<file path="config.mk">
export PLATFORM = sky130hd
export DESIGN_NAME = datapath_controller
export DESIGN_NICKNAME = d
export VERILOG_FILES = /design/src/rtl/datapath_controller_pkg.sv /design/src/rtl/datapath_controller_decoder.sv /design/src/rtl/datapath_controller.sv
export SDC_FILE = /design/constraint.sdc
export NUM_CORES = 1
export LEC_CHECK = 0
export CAP_MARGIN = 30
export CORE_MARGIN = 4
export CORE_UTILIZATION = 53
export CTS_CLUSTER_DIAMETER = 200
export CTS_CLUSTER_SIZE = 20
export DETAILED_ROUTE_END_ITERATION = 8
export PLACE_DENSITY = 0.85
export SYNTH_ARGS = -nofsm -noshare
export SYNTH_HDL_FRONTEND = slang
export SYNTH_HIERARCHICAL = 1
export SYNTH_SLANG_ARGS = --single-unit
</file>
<file path="constraint.sdc">
create_clock -name clk -period 7.2 [get_ports clk]
set_clock_uncertainty 0.15 [all_clocks]
set_input_delay 2.16 -clock clk [delete_from_list [all_inputs] [get_ports clk]]
set_output_delay 2.16 -clock clk [all_outputs]
set_load 0.01 [all_outputs]
</file>
<file path="src/rtl/datapath_controller_pkg.sv">
// Shared definitions for the datapath controller: instruction fields, opcode/op
// constants, ALU operation encodings and the FSM state encoding.
package cpu_defs;
    localparam int DP_WIDTH = 16;

    localparam int OPC_LSB = 13;
    localparam int OP_LSB  = 11;
    localparam int RN_LSB  = 8;
    localparam int RD_LSB  = 5;
    localparam int SH_LSB  = 3;
    localparam int RM_LSB  = 0;

    localparam logic [2:0] OPC_MOV = 3'b110;
    localparam logic [2:0] OPC_ALU = 3'b101;
    localparam logic [1:0] OP_MOVR = 2'b00;
    localparam logic [1:0] OP_MOVI = 2'b10;

    localparam logic [1:0] ALU_ADD = 2'b00;
    localparam logic [1:0] ALU_SUB = 2'b01;
    localparam logic [1:0] ALU_AND = 2'b10;
    localparam logic [1:0] ALU_MVN = 2'b11;

    typedef enum logic [2:0] {
        S_WAIT   = 3'd0,
        S_DECODE = 3'd1,
        S_WR_IMM = 3'd2,
        S_GET_A  = 3'd3,
        S_GET_B  = 3'd4,
        S_EXEC   = 3'd5,
        S_WR_REG = 3'd6
    } state_t;
endpackage

</file>
<file path="src/rtl/datapath_controller_decoder.sv">
// Combinational instruction field splitter with legality check and imm8 sign extension.
module instr_decoder
    import cpu_defs::*;
#(
    parameter int WIDTH = 16
) (
    input  logic [15:0]      i_ir,
    output logic [2:0]       o_opcode,
    output logic [1:0]       o_op,
    output logic [2:0]       o_rn,
    output logic [2:0]       o_rd,
    output logic [2:0]       o_rm,
    output logic [1:0]       o_sh,
    output logic [WIDTH-1:0] o_sximm8,
    output logic             o_legal
);
    assign o_opcode = i_ir[OPC_LSB +: 3];
    assign o_op     = i_ir[OP_LSB  +: 2];
    assign o_rn     = i_ir[RN_LSB  +: 3];
    assign o_rd     = i_ir[RD_LSB  +: 3];
    assign o_sh     = i_ir[SH_LSB  +: 2];
    assign o_rm     = i_ir[RM_LSB  +: 3];
    assign o_sximm8 = {{(WIDTH-8){i_ir[7]}}, i_ir[7:0]};

    assign o_legal = (o_opcode == OPC_ALU) ||
                     ((o_opcode == OPC_MOV) && ((o_op == OP_MOVI) || (o_op == OP_MOVR)));
endmodule

</file>
<file path="src/rtl/datapath_controller.sv">
// Control FSM for the register/ALU datapath: latches an instruction on s while idle
// and sequences the datapath strobes; all outputs are registered.
module datapath_controller
    import cpu_defs::*;
#(
    parameter int WIDTH = 16
) (
    input  logic             clk,
    input  logic             reset,
    input  logic             s,
    input  logic [15:0]      in,
    output logic             w,
    output logic             illegal,
    output logic [WIDTH-1:0] datapath_in,
    output logic             vsel,
    output logic [2:0]       writenum,
    output logic             write,
    output logic [2:0]       readnum,
    output logic             loada,
    output logic             loadb,
    output logic [1:0]       shift,
    output logic             asel,
    output logic             bsel,
    output logic [1:0]       ALUop,
    output logic             loadc,
    output logic             loads
);
    state_t           r_state;
    logic [15:0]      r_ir;
    state_t           w_state_nxt;
    logic [15:0]      w_ir_nxt;
    logic [2:0]       w_opcode, w_rn, w_rd, w_rm;
    logic [1:0]       w_op, w_sh;
    logic [WIDTH-1:0] w_sximm8;
    logic             w_legal, w_is_alu, w_is_cmp, w_is_mvn;

    // Decoding the next IR lets every output be registered while still matching the
    // state/IR it belongs to in the following cycle.
    instr_decoder #(.WIDTH(WIDTH)) u_dec (
        .i_ir     (w_ir_nxt),
        .o_opcode (w_opcode),
        .o_op     (w_op),
        .o_rn     (w_rn),
        .o_rd     (w_rd),
        .o_rm     (w_rm),
        .o_sh     (w_sh),
        .o_sximm8 (w_sximm8),
        .o_legal  (w_legal)
    );

    assign w_is_alu = (w_opcode == OPC_ALU);
    assign w_is_cmp = w_is_alu && (w_op == ALU_SUB);
    assign w_is_mvn = w_is_alu && (w_op == ALU_MVN);
    assign bsel     = 1'b0;

    always_comb begin
        w_state_nxt = r_state;
        w_ir_nxt    = r_ir;
        case (r_state)
            S_WAIT: if (s) begin
                w_ir_nxt    = in;
                w_state_nxt = S_DECODE;
            end
            S_DECODE: begin
                if (!w_legal)                                     w_state_nxt = S_WAIT;
                else if (w_opcode == OPC_MOV && w_op == OP_MOVI) w_state_nxt = S_WR_IMM;
                else if (w_opcode == OPC_MOV || w_is_mvn)        w_state_nxt = S_GET_B;
                else                                              w_state_nxt = S_GET_A;
            end
            S_WR_IMM: w_state_nxt = S_WAIT;
            S_GET_A:  w_state_nxt = S_GET_B;
            S_GET_B:  w_state_nxt = S_EXEC;
            S_EXEC:   w_state_nxt = w_is_cmp ? S_WAIT : S_WR_REG;
            S_WR_REG: w_state_nxt = S_WAIT;
            default:  w_state_nxt = S_WAIT;
        endcase
    end

    always_ff @(posedge clk) begin
        if (reset) begin
            r_state     <= S_WAIT;
            r_ir        <= '0;
            w           <= 1'b1;
            illegal     <= 1'b0;
            datapath_in <= '0;
            vsel        <= 1'b0;
            writenum    <= '0;
            write       <= 1'b0;
            readnum     <= '0;
            loada       <= 1'b0;
            loadb       <= 1'b0;
            shift       <= '0;
            asel        <= 1'b0;
            ALUop       <= '0;
            loadc       <= 1'b0;
            loads       <= 1'b0;
        end else begin
            r_state     <= w_state_nxt;
            r_ir        <= w_ir_nxt;
            w           <= (w_state_nxt == S_WAIT);
            illegal     <= (w_state_nxt == S_DECODE) && !w_legal;
            datapath_in <= w_sximm8;
            vsel        <= (w_state_nxt == S_WR_IMM);
            writenum    <= '0;
            write       <= (w_state_nxt == S_WR_IMM) || (w_state_nxt == S_WR_REG);
            readnum     <= '0;
            loada       <= (w_state_nxt == S_GET_A);
            loadb       <= (w_state_nxt == S_GET_B);
            shift       <= '0;
            asel        <= 1'b0;
            ALUop       <= '0;
            loadc       <= 1'b0;
            loads       <= 1'b0;
            case (w_state_nxt)
                S_WR_IMM: writenum <= w_rn;
                S_GET_A:  readnum  <= w_rn;
                S_GET_B:  readnum  <= w_rm;
                S_EXEC: begin
                    shift <= w_sh;
                    ALUop <= w_is_alu ? w_op : ALU_ADD;
                    asel  <= !w_is_alu || w_is_mvn;
                    loads <= w_is_cmp;
                    loadc <= !w_is_cmp;
                end
                S_WR_REG: writenum <= w_rd;
                default: ;
            endcase
        end
    end
endmodule

</file>
# [After elaboration in Yosys (flattened, before gate mapping)]
# Index checks and enable logic that the tools add are counted.
[word_totals] reg_bits=46 inputBits=19 output_inout_bits=36 wordCells=61
[op_classes] eq_ne=15 n_mux=10 n_bitwise=2 reduce_logical=18
[ops] operator="$mux W16" count=2
[ops] operator="$eq A3 B3 Y1 const B" count=7
[ops] operator="$mux W3" count=5
[ops] operator="$pmux W3 S5" count=1
[ops] operator="$pmux W3 S2" count=2
[ops] operator="$eq A3 B2 Y1 const B" count=3
[ops] operator="$eq A3 B1 Y1 const B" count=2
[ops] operator="$logic_not A3 Y1" count=2
[ops] operator="$logic_and A1 B1 Y1" count=5
[ops] operator="$logic_or A1 B1 Y1" count=5
[ops] operator="$eq A2 B2 Y1 const B" count=2
[ops] operator="$logic_not A1 Y1" count=3
[ops] operator="$reduce_or A3 Y1" count=1
[ops] operator="$eq A2 B1 Y1 const B" count=1
[ops] operator="$logic_not A2 Y1" count=1
[ops] operator="$not A1 Y1" count=2
[ops] operator="$reduce_or A2 Y1" count=1

# [Longest topological paths before layout]
[depth] ltp_word=12 ltp_mapped=12 depth_no_buf=9

# [By module]
# Netlist, hierarchy kept.
[by_module_without_submodules] module="datapath_controller" n_inst=1 cells_per_inst=171 area_per_inst_um2=1948.1
[by_module_without_submodules] module="instr_decoder" n_inst=1 cells_per_inst=35 area_per_inst_um2=266.5

# [Least setup slack after synthesis]
# No wires, ideal clock.
[synth_path] path_kind="input-to-reg" start="input port s" end="register readnum[0]" setup_ns=0.059 arrival_ns=4.332 setup_slack_ns=2.660 stages=11 path_buffers=2 path_cell_list="nor4b_4 buf_6 mux2_2 nor3b_2 o21a_1 and4b_1 o211ai_1 o211a_1 buf_6 nor4b_2 a22o_1"
[synth_between] elab_cells_between_ends=24 classes_between="eq/ne (7); mux (9); reduce/logical (8)"
[synth_lines] item="start: declaration" line_no="datapath_controller.sv:10" rtl="input logic s,"
[synth_lines] item="$mux W16 (*)" line_no="datapath_controller.sv:60" rtl="S_WAIT: if (s) begin"
[synth_lines] item="$mux W16 (*)" line_no="datapath_controller.sv:59" rtl="case (r_state)"
[synth_lines] item="net w_ir_nxt[13]" line_no="datapath_controller.sv:31" rtl="logic [15:0] w_ir_nxt;"
[synth_lines] item="$eq A3 B3 Y1" line_no="datapath_controller_decoder.sv:26" rtl="((o_opcode == OPC_MOV) && ((o_op == OP_MOVI) || (o_op == OP_MOVR)));"
[synth_lines] item="$logic_and A1 B1 Y1" line_no="datapath_controller_decoder.sv:26"
[synth_lines] item="$logic_or A1 B1 Y1 (*)" line_no="datapath_controller_decoder.sv:25" rtl="assign o_legal = (o_opcode == OPC_ALU) ||"
[synth_lines] item="net w_legal" line_no="datapath_controller.sv:35" rtl="logic w_legal, w_is_alu, w_is_cmp, w_is_mvn;"
[synth_lines] item="$mux W3 (*)" line_no="datapath_controller.sv:65" rtl="if (!w_legal) w_state_nxt = S_WAIT;"
[synth_lines] item="$pmux W3 S5 (*)" line_no="datapath_controller.sv:59"
[synth_lines] item="$eq A3 B3 Y1 or $eq A3 B2 Y1 (tied branches)" line_no="datapath_controller.sv:114" rtl="case (w_state_nxt)"
[synth_lines] item="$pmux W3 S2 (*)" line_no="datapath_controller.sv:114"
[synth_lines] item="end signal: assignment" line_no="datapath_controller.sv:116" rtl="S_GET_A: readnum <= w_rn;"
[synth_lines] item="end signal: assignment" line_no="datapath_controller.sv:117" rtl="S_GET_B: readnum <= w_rm;"
[synth_lines] item="end: declaration" line_no="datapath_controller.sv:18" rtl="output logic [2:0] readnum,"
# The timed path passes the listed nets; every way through them passes the cells marked *.
# A chain may end at the register's enable or synchronous reset.

# [Final worst setup path]
[layout_path] start="input port s" end="register readnum[1]"
# The elaborated chain is that of the path after synthesis.

==> out/metrics.cfg <==
[outcome]
status=finished clean

[power_and_ir_drop]
p_leak_nw=1.09
power.density_nw_per_um2=245
ir_worst_vdd_v=0.000152

[setup_path]
endpoint_kind=register
critical_path_class=in2reg
cp.arrival_ps=5210
setup.worst_path.end=readnum[1]$_SDFF_PP0_
crit-reg2reg-launch=r_state[0]$_SDFF_PP0_
cp.depth=11
max_stage_delay_ps=500
crit_buf_inv=2
cp_top_family=compound AO/OA/AOI/OAI gates
r2r_slack_ps=3860
slowest_stage=clkdlybuf4s50_1
reg2reg_depth=10
cp_cell_sequence=clkdlybuf4s50_1 -> nor4b_4 -> buf_6 -> mux2_1 -> nor3b_2 -> o21a_1 -> and4b_1 -> o211ai_1 -> o211a_1 -> nor4b_1 -> a22o_1
critPathRequiredTime_ps=7250
cp_max_fo=13
worstReg2RegEnd=readnum[1]$_SDFF_PP0_
start_kind=input port
startpoint=s

[sta]
tightestPinTransition_ps=525
finalSetupTns_ps=0
finalMaxSlewViolations=0
period_needed_ps=5160
final.period_utilization=0.717
rsz0062_at_grt=no
hold_violations=0
fmax_mhz=194
layout_setup_ws_ps=2040
slew_headroom=0.649
setup_viol=0
fin_hold_ws_ps=456

[finish]
final_area_um2=2650
fin_nets=247
diodes=0
syn_to_final_growth_pct=19.5
drive_above_1_share=0.131

[floorplan]
die_h_um=72.6
core_area_um2=4030
ios=55
start_util=0.550
die_x_um=72.6
num_rows=23
die_area_um2=5280

[detailed_routing]
wl_per_cell_um=13.8
drc_errors=0
dr.first_iter.drc_count=92
met3RoutedLength_um=227
met1Wirelength_um=1710
top_layer=met4
via_per_inst=4.97
antenna_left=0
routed-wl-met2_um=1850
drt_pass1_iterations=4
vias=1387
routed_wirelength_um=3860

[global_route]
grt_pass1_wl_um=6400
grt_pass1_vias=1401
gr-usage-all-layers=0.155
grt.overflow.total=0
antenna_found_initial=0
grt_max_degree=44

[yosys]
synth_area_um2=2210
synth_edf_count=0
avgSynthCellArea_um2=10.8
synth_nets=225
synthTopCellsByCount=dfxtp_1, buf_4, nor2b_1
yosys_warnings=6
syn_inst=206
yosys-top-cells-area=dfxtp_1, buf_4, mux2_2
ys.flop_type=dfxtp_1
ys_types=37
synth_most_common_cell=dfxtp_1
async_reset_ff_frac=0
synth_seq_cells=54
yosys.area.top_type=dfxtp_1
synth_top_cell_area_share=0.488
ys_seq_area_frac=0.488

[cts]
clock_latency_ps=300
clock_path_buffers=2
post_cts_resized=0
cts_made_buffers=5
cts.clk_slew.worst_paths_ps=90
postCtsSetupRepairBufs=0
cts_root_buf=clkbuf_8
cts_sinks=54
h-tree-depth=2
cts-hold-fix-buffers=0
cts_tree=yes

[placement]
port_buffers=53
dp_hpwl_um=2720
place_area_um2=2520
gp_congestion=0.904
dp_slack_ps=1470

[worst_hold_path]
hp-class=reg2reg
hold_depth=2

[job]
drv_cap=0

[where the power goes]
part	internal [W]	leakage [nW]	switching (W)
Sequential	0.000319	0.441	0.00000800
Clock	0.000104	0.0585	0.0000966
Combinational	0.0000662	0.592	0.0000541
Total	0.000489	1.09	0.000159
[tightest hold or removal path, cell delays in order (launching register included)]
cell and delay (ps):
dfxtp_1 310, mux2_2 150, nor2b_1 110
[registers in the layout, indices dropped and copies added (netlist names)]
| register | count |
|---|---|
| ALUop | 2 |
| asel | 1 |
| datapath_in | 16 |
| illegal | 1 |
| loada | 1 |
| loadb | 1 |
| loadc | 1 |
| loads | 1 |
| r_ir | 16 |
| r_state | 3 |
| readnum | 3 |
| shift | 2 |
| vsel | 1 |
| w | 1 |
| write | 1 |
| writenum | 3 |
[per-layer routing]
metal,track usage,vias to the layer above
met3,0.0331,7
met2,0.244,43
met4,0.0779,0
li1,-,700
met5,0,-
met1,0.202,637
[placed cells by master (no fill, tap or decap), types with 3 or more instances in the layout]
cell type	count
nor2_1	10
nor2b_1	26
a22o_1	3
clkbuf_8	5
and2b_1	9
dfxtp_1	54
and2_1	4
and3_1	3
and3b_1	4
nand2b_1	3
mux2_2	15
clkdlybuf4s50_1	53
mux2i_1	3
[cell type report]
cell class,instances,area (um2)
Clock buffer,5,68.8
Clock inverter,3,43.8
Fill cell,332,1380
Inverter,2,7.51
Multi-Input combinational cell,110,833
Sequential cell,54,1080
Tap cell,50,62.6
Timing Repair Buffer,55,549
[kinds of logic (layout without fill, tap and decap cells)]
family | count (synthesis) | after routing | share of synthesized area
compound gates | 15 | 15 | 0.0514
buf+inv | 42 | 65 | 0.136
flops | 54 | 54 | 0.488
mux | 19 | 19 | 0.0949
other cells | 1 | 1 | 0.00169
simple gates | 75 | 75 | 0.228
[worst min path at each step]
stage                              from                        end
floorplan           r_ir[10]$_SDFF_PP0_        r_ir[10]$_SDFF_PP0_
detailed placement   r_ir[4]$_SDFF_PP0_         r_ir[4]$_SDFF_PP0_
global route         r_ir[3]$_SDFF_PP0_        shift[0]$_SDFF_PP0_
global placement     r_ir[3]$_SDFF_PP0_        shift[0]$_SDFF_PP0_
CTS                  r_ir[3]$_SDFF_PP0_  datapath_in[3]$_SDFF_PP0_
finish               r_ir[3]$_SDFF_PP0_  datapath_in[3]$_SDFF_PP0_
[metrics by stage]
step                utilization  power (W)  std cells
floorplan                     -   0.000444        206
global placement          0.626   0.000448        270
detailed placement        0.626   0.000452        270
CTS                       0.654   0.000652        278
global route              0.657   0.000675        279
finish                    0.657   0.000648        279
Power figures use the tool's default switching activity.
==> patch 1, RTL diff (same flow settings) <==
`WIDTH` is set to 16 in 2 places; all go to 14.
--- a/src/rtl/datapath_controller_decoder.sv
+++ b/src/rtl/datapath_controller_decoder.sv
@@ -2,7 +2,7 @@
 module instr_decoder
     import cpu_defs::*;
 #(
-    parameter int WIDTH = 16
+    parameter int WIDTH = 14
 ) (
     input  logic [15:0]      i_ir,
     output logic [2:0]       o_opcode,
--- a/src/rtl/datapath_controller.sv
+++ b/src/rtl/datapath_controller.sv
@@ -3,7 +3,7 @@
 module datapath_controller
     import cpu_defs::*;
 #(
-    parameter int WIDTH = 16
+    parameter int WIDTH = 14
 ) (
     input  logic             clk,
     input  logic             reset,
Ports: changed (resized datapath_in); port bits go from 55 to 53. The function was not compared with the original's and may differ.
==> patch 1 against the original RTL <==
- design area decreased by 1.4%
- critical path type unchanged
- worst setup slack improved by 0.24 ns
- count of clock-buffer cells in the layout grew 3
- power decreased by 15%
- synthesized area down 0.23%
- wire length increased by 4.0%
- utilization down 0.90 points
- synthesized cell count shrank 2.4%
- sequential cell count is 2 lower
==> patch 1: results (changes against the original RTL) <==
Cells after synthesis = 201 (-2.4%)
Crit path DAT = 5.02 ns (-0.19 ns)
Port Buf Inserts = 51 (-3.8%)
Gp weighted congestion = 0.845 (-6.6%)
Regs by FF count = r_ir (16), datapath_in (14)
Drt wl/cell = 14.7 um (+5.9%)
Post-DP HPWL = 2.96 mm (+8.9%)
Routing usage on met3 = 4.27% (+0.96 points)
Slew @ Worst Pin = 0.505 ns (-0.0200 ns)
Share of cells above drive strength 1 = 16.1% (+3.0 points)
Met2 wire length = 2.00 mm (+8.0%)
Met2 Usage GRT = 27.0% (+2.5 points)
Mux share of post-synthesis cell area = 9.85% (+0.36 points)
Synth area leaders = dfxtp_1 (47%), buf_4 (11%), mux2_4 (6.8%)
RR Endpoint = ALUop[0]$_SDFF_PP0_
Max FO, Critical Path = 16 (+3)
Start point of the worst hold path = r_ir[6]$_SDFF_PP0_
Total Routing Usage GR = 16.6% (+1.1 points)
First-pass GRT wire length = 6.59 mm (+3.0%)
Leakage power = 0.00107 uW (-2.0%)
Placed cells = 266 (-1.5%)
Via-per-instance ratio = 5.00 (+0.65%)
Largest net degree at the start of global routing = 41 (-6.8%)
Maximum VDD drop = 0.146 mV (-4.3%)
Final nets = 242 (-2.0%)
CP top delay family = simple AND/OR/NAND/NOR gates
Switching share of power = 22.6% (-1.9 points)
Starting DRT DRC Count = 125 (+36%)
Hold path endpoint = r_ir[6]$_SDFF_PP0_
Outcome = finished clean
Sequential share of the synthesized area = 47.1% (-1.7 points)
WL met1 = 1.66 mm (-2.6%)
Met1 Use GR = 19.6% (-0.57 points)
Post-Syn Nets = 220 (-2.2%)
Reg2reg setup slack = 4.03 ns (+0.17 ns)
CP max stage delay = 0.48 ns (-0.02 ns)
Distinct cell type count after synthesis = 39 (+5.4%)
## patch 1: changes by cell type after synthesis, moves of 2 or more
cell / unedited run / this run
mux2i_1: 3 / 0
and2_1: 4 / 2
buf_4: 34 / 32
a21oi_1: 2 / 4
nor4b_1: 2 / 0
mux2_2: 15 / 6
nand2b_1: 3 / 0
nand2_1: 1 / 3
a21oi_2: 0 / 2
mux2_4: 0 / 10
dfxtp_1: 54 / 52
nor2b_1: 26 / 24
## patch 1: stage by stage
step | setup WS (ns) | area [um2] | util [%] | hold slack [ns]
floorplan | 2.70 | 2210 | - | 0.399
global placement | 2.08 | 2520 | 62.5 | 0.423
detailed placement | 1.99 | 2520 | 62.5 | 0.434
CTS | 2.31 | 2610 | 64.8 | 0.453
global route | 2.06 | 2610 | 64.8 | 0.479
finish | 2.28 | 2610 | 64.8 | 0.449
## patch 1: area by class of cell
cell class                      instances  area (um2)  share of cell area (%)
Sequential cell                        52        1040                    39.9
Inverter                                3        13.8                   0.527
Tap cell                               50        62.6                    2.40
Timing Repair Buffer                   53         526                    20.1
Multi-Input combinational cell        108         877                    33.6
Clock buffer                            8        90.1                    3.45
## patch 1: power groups by stage
stage          Sequential (uW)  Clock (uW)  Combinational (uW)
2_1_floorplan              314           0                70.9
3_3_place_gp               312           0                79.9
3_5_place_dp               313           0                81.5
4_1_cts                    306         168                81.8
5_1_grt                    307         180                87.6
6_report                   306         164                81.3
## patch 1: worst reg2reg max path, delay by kind of cell, from the launching register on
family / cells / cell delay, ns
mux: 1 / 0.37
compound gates: 2 / 0.34
buf+inv: 1 / 0.33
simple gates: 5 / 1.47
flops: 1 / 0.46
==> patch 2, RTL diff (config.mk and constraints unchanged) <==
Made on the original files. The output `datapath_in` loses its register stage (`datapath_in` becomes a continuous assignment).
--- a/src/rtl/datapath_controller.sv
+++ b/src/rtl/datapath_controller.sv
@@ -82,7 +82,6 @@
             r_ir        <= '0;
             w           <= 1'b1;
             illegal     <= 1'b0;
-            datapath_in <= '0;
             vsel        <= 1'b0;
             writenum    <= '0;
             write       <= 1'b0;
@@ -99,7 +98,6 @@
             r_ir        <= w_ir_nxt;
             w           <= (w_state_nxt == S_WAIT);
             illegal     <= (w_state_nxt == S_DECODE) && !w_legal;
-            datapath_in <= w_sximm8;
             vsel        <= (w_state_nxt == S_WR_IMM);
             writenum    <= '0;
             write       <= (w_state_nxt == S_WR_IMM) || (w_state_nxt == S_WR_REG);
@@ -127,5 +125,7 @@
             endcase
         end
     end
+
+    assign datapath_in = w_sximm8;
 endmodule
 
Function: changed (Yosys sat finds a counterexample within 4 cycles, from zero or initial values and one cycle with reset high).
==> patch 2 against the original RTL <==
- global-route usage up 1.6 points
- wire length shrank 7.6%
- count of clock-buffer cells in the layout rose by 2
- sequential cell count down 16
- synthesized cell count is 11% lower
- first-iteration DRC count is 33% lower
- synthesized area decreased by 15%
- critical path depth is 6 lower
- hold slack got worse by 0.0024 ns
- worst setup slack got worse by 1.2 ns
- power fell by 28%
- via count is 5.9% lower
- design area decreased by 15%
- largest power group unchanged
==> patch 2: results (changes against the original RTL) <==
Final nets = 223 (-9.7%)
Starting DRT DRC Count = 62 (-33%)
Hold path endpoint = r_ir[5]$_SDFF_PP0_
Vias in the first global route = 1266 (-9.6%)
Outcome = finished clean
Gp weighted congestion = 0.903 (-0.13%)
Switching share of power = 25.5% (+0.99 points)
Non-clk buf share = 23.9% (+3.2 points)
Post-Syn Nets = 203 (-9.8%)
Sequential share of the synthesized area = 40.3% (-8.5 points)
Area occupied by multi-input gates = 793 um2 (-4.8%)
Non-clock inverter count = 6 (+4)
Seq. pwr = 225 uW (-31%)
Reg2reg setup slack = 3.68 ns (-0.18 ns)
Multi-In Gates = 99 (-10%)
TritonCTS Sinks = 38 (-30%)
CLK BUF = 7 (+2)
Post-synth top cells = dfxtp_1 (38), buf_4 (37), and2_1 (18), mux2_2 (14)
Register-to-Register Path Depth = 9 (-1)
Leakage power = 0.000859 uW (-21%)
Area after DPL = 0.00217 mm2 (-14%)
Worst slack, placed = 0.801 ns (-0.672 ns)
Placed cells = 243 (-10%)
Final core utilization = 66.3% (+0.65 points)
Clock-cell share = 3.34% (-0.92 points)
Via-per-instance ratio = 5.20 (+4.6%)
Crit path DAT = 4.06 ns (-1.15 ns)
Post-DP HPWL = 2.62 mm (-3.8%)
Start point of the worst hold path = r_ir[5]$_SDFF_PP0_
Die area = 0.00458 mm2 (-13%)
Min Hold Slack = 0.453 ns (-0.00238 ns)
First-pass GRT wire length = 5.77 mm (-9.8%)
Distinct cell type count after synthesis = 43 (+16%)
Largest net degree at the start of global routing = 20 (-55%)
Clk Tree Root Cell = clkbuf_4
Max FO, Critical Path = 16 (+3)
Clk_lat worst skew = 0.34 ns (+0.04 ns)
Maximum VDD drop = 0.136 mV (-11%)
Buffers, non-clock = 54 (-1.8%)
Cells after synthesis = 184 (-11%)
Share of cells above drive strength 1 = 15.6% (+2.5 points)
PD cells = 209 mW/mm2 (-15%)
Synth area leaders = dfxtp_1 (40%), buf_4 (15%), mux2_2 (8.4%)
## patch 2: cell count changes after synthesis, sizes merged, moves of 4 or more
| cell | delta |
|---|---|
| nor2 | -7 |
| and2 | +14 |
| and3b | -4 |
| nor4 | +5 |
| buf | +4 |
| and2b | -9 |
| o31ai | +4 |
| dfxtp | -16 |
| nor2b | -23 |
## patch 2: metal layers
| metal | vias up | track usage (%) | routed length (um) |
|---|---|---|---|
| li1 | 647 | - | - |
| met1 | 592 | 20.1 | 1520 |
| met2 | 58 | 28.1 | 1680 |
| met3 | 8 | 5.66 | 294 |
| met4 | 0 | 8.10 | 71 |
| met5 | - | 0 | 0 |
## patch 2: logic make-up after synthesis
logic type	share of synthesized area, %
AOI/OAI and AO/OA	9.42
buffers and inverters	17.6
other	0.199
DFF	40.3
and+or+nand+nor	22.9
muxes	9.55
## patch 2: critical path, delay by kind of cell
kind / cells / cell delay (ns)
buf+inv: 3 / 1.26
mux: 1 / 0.45
simple gates: 1 / 0.18
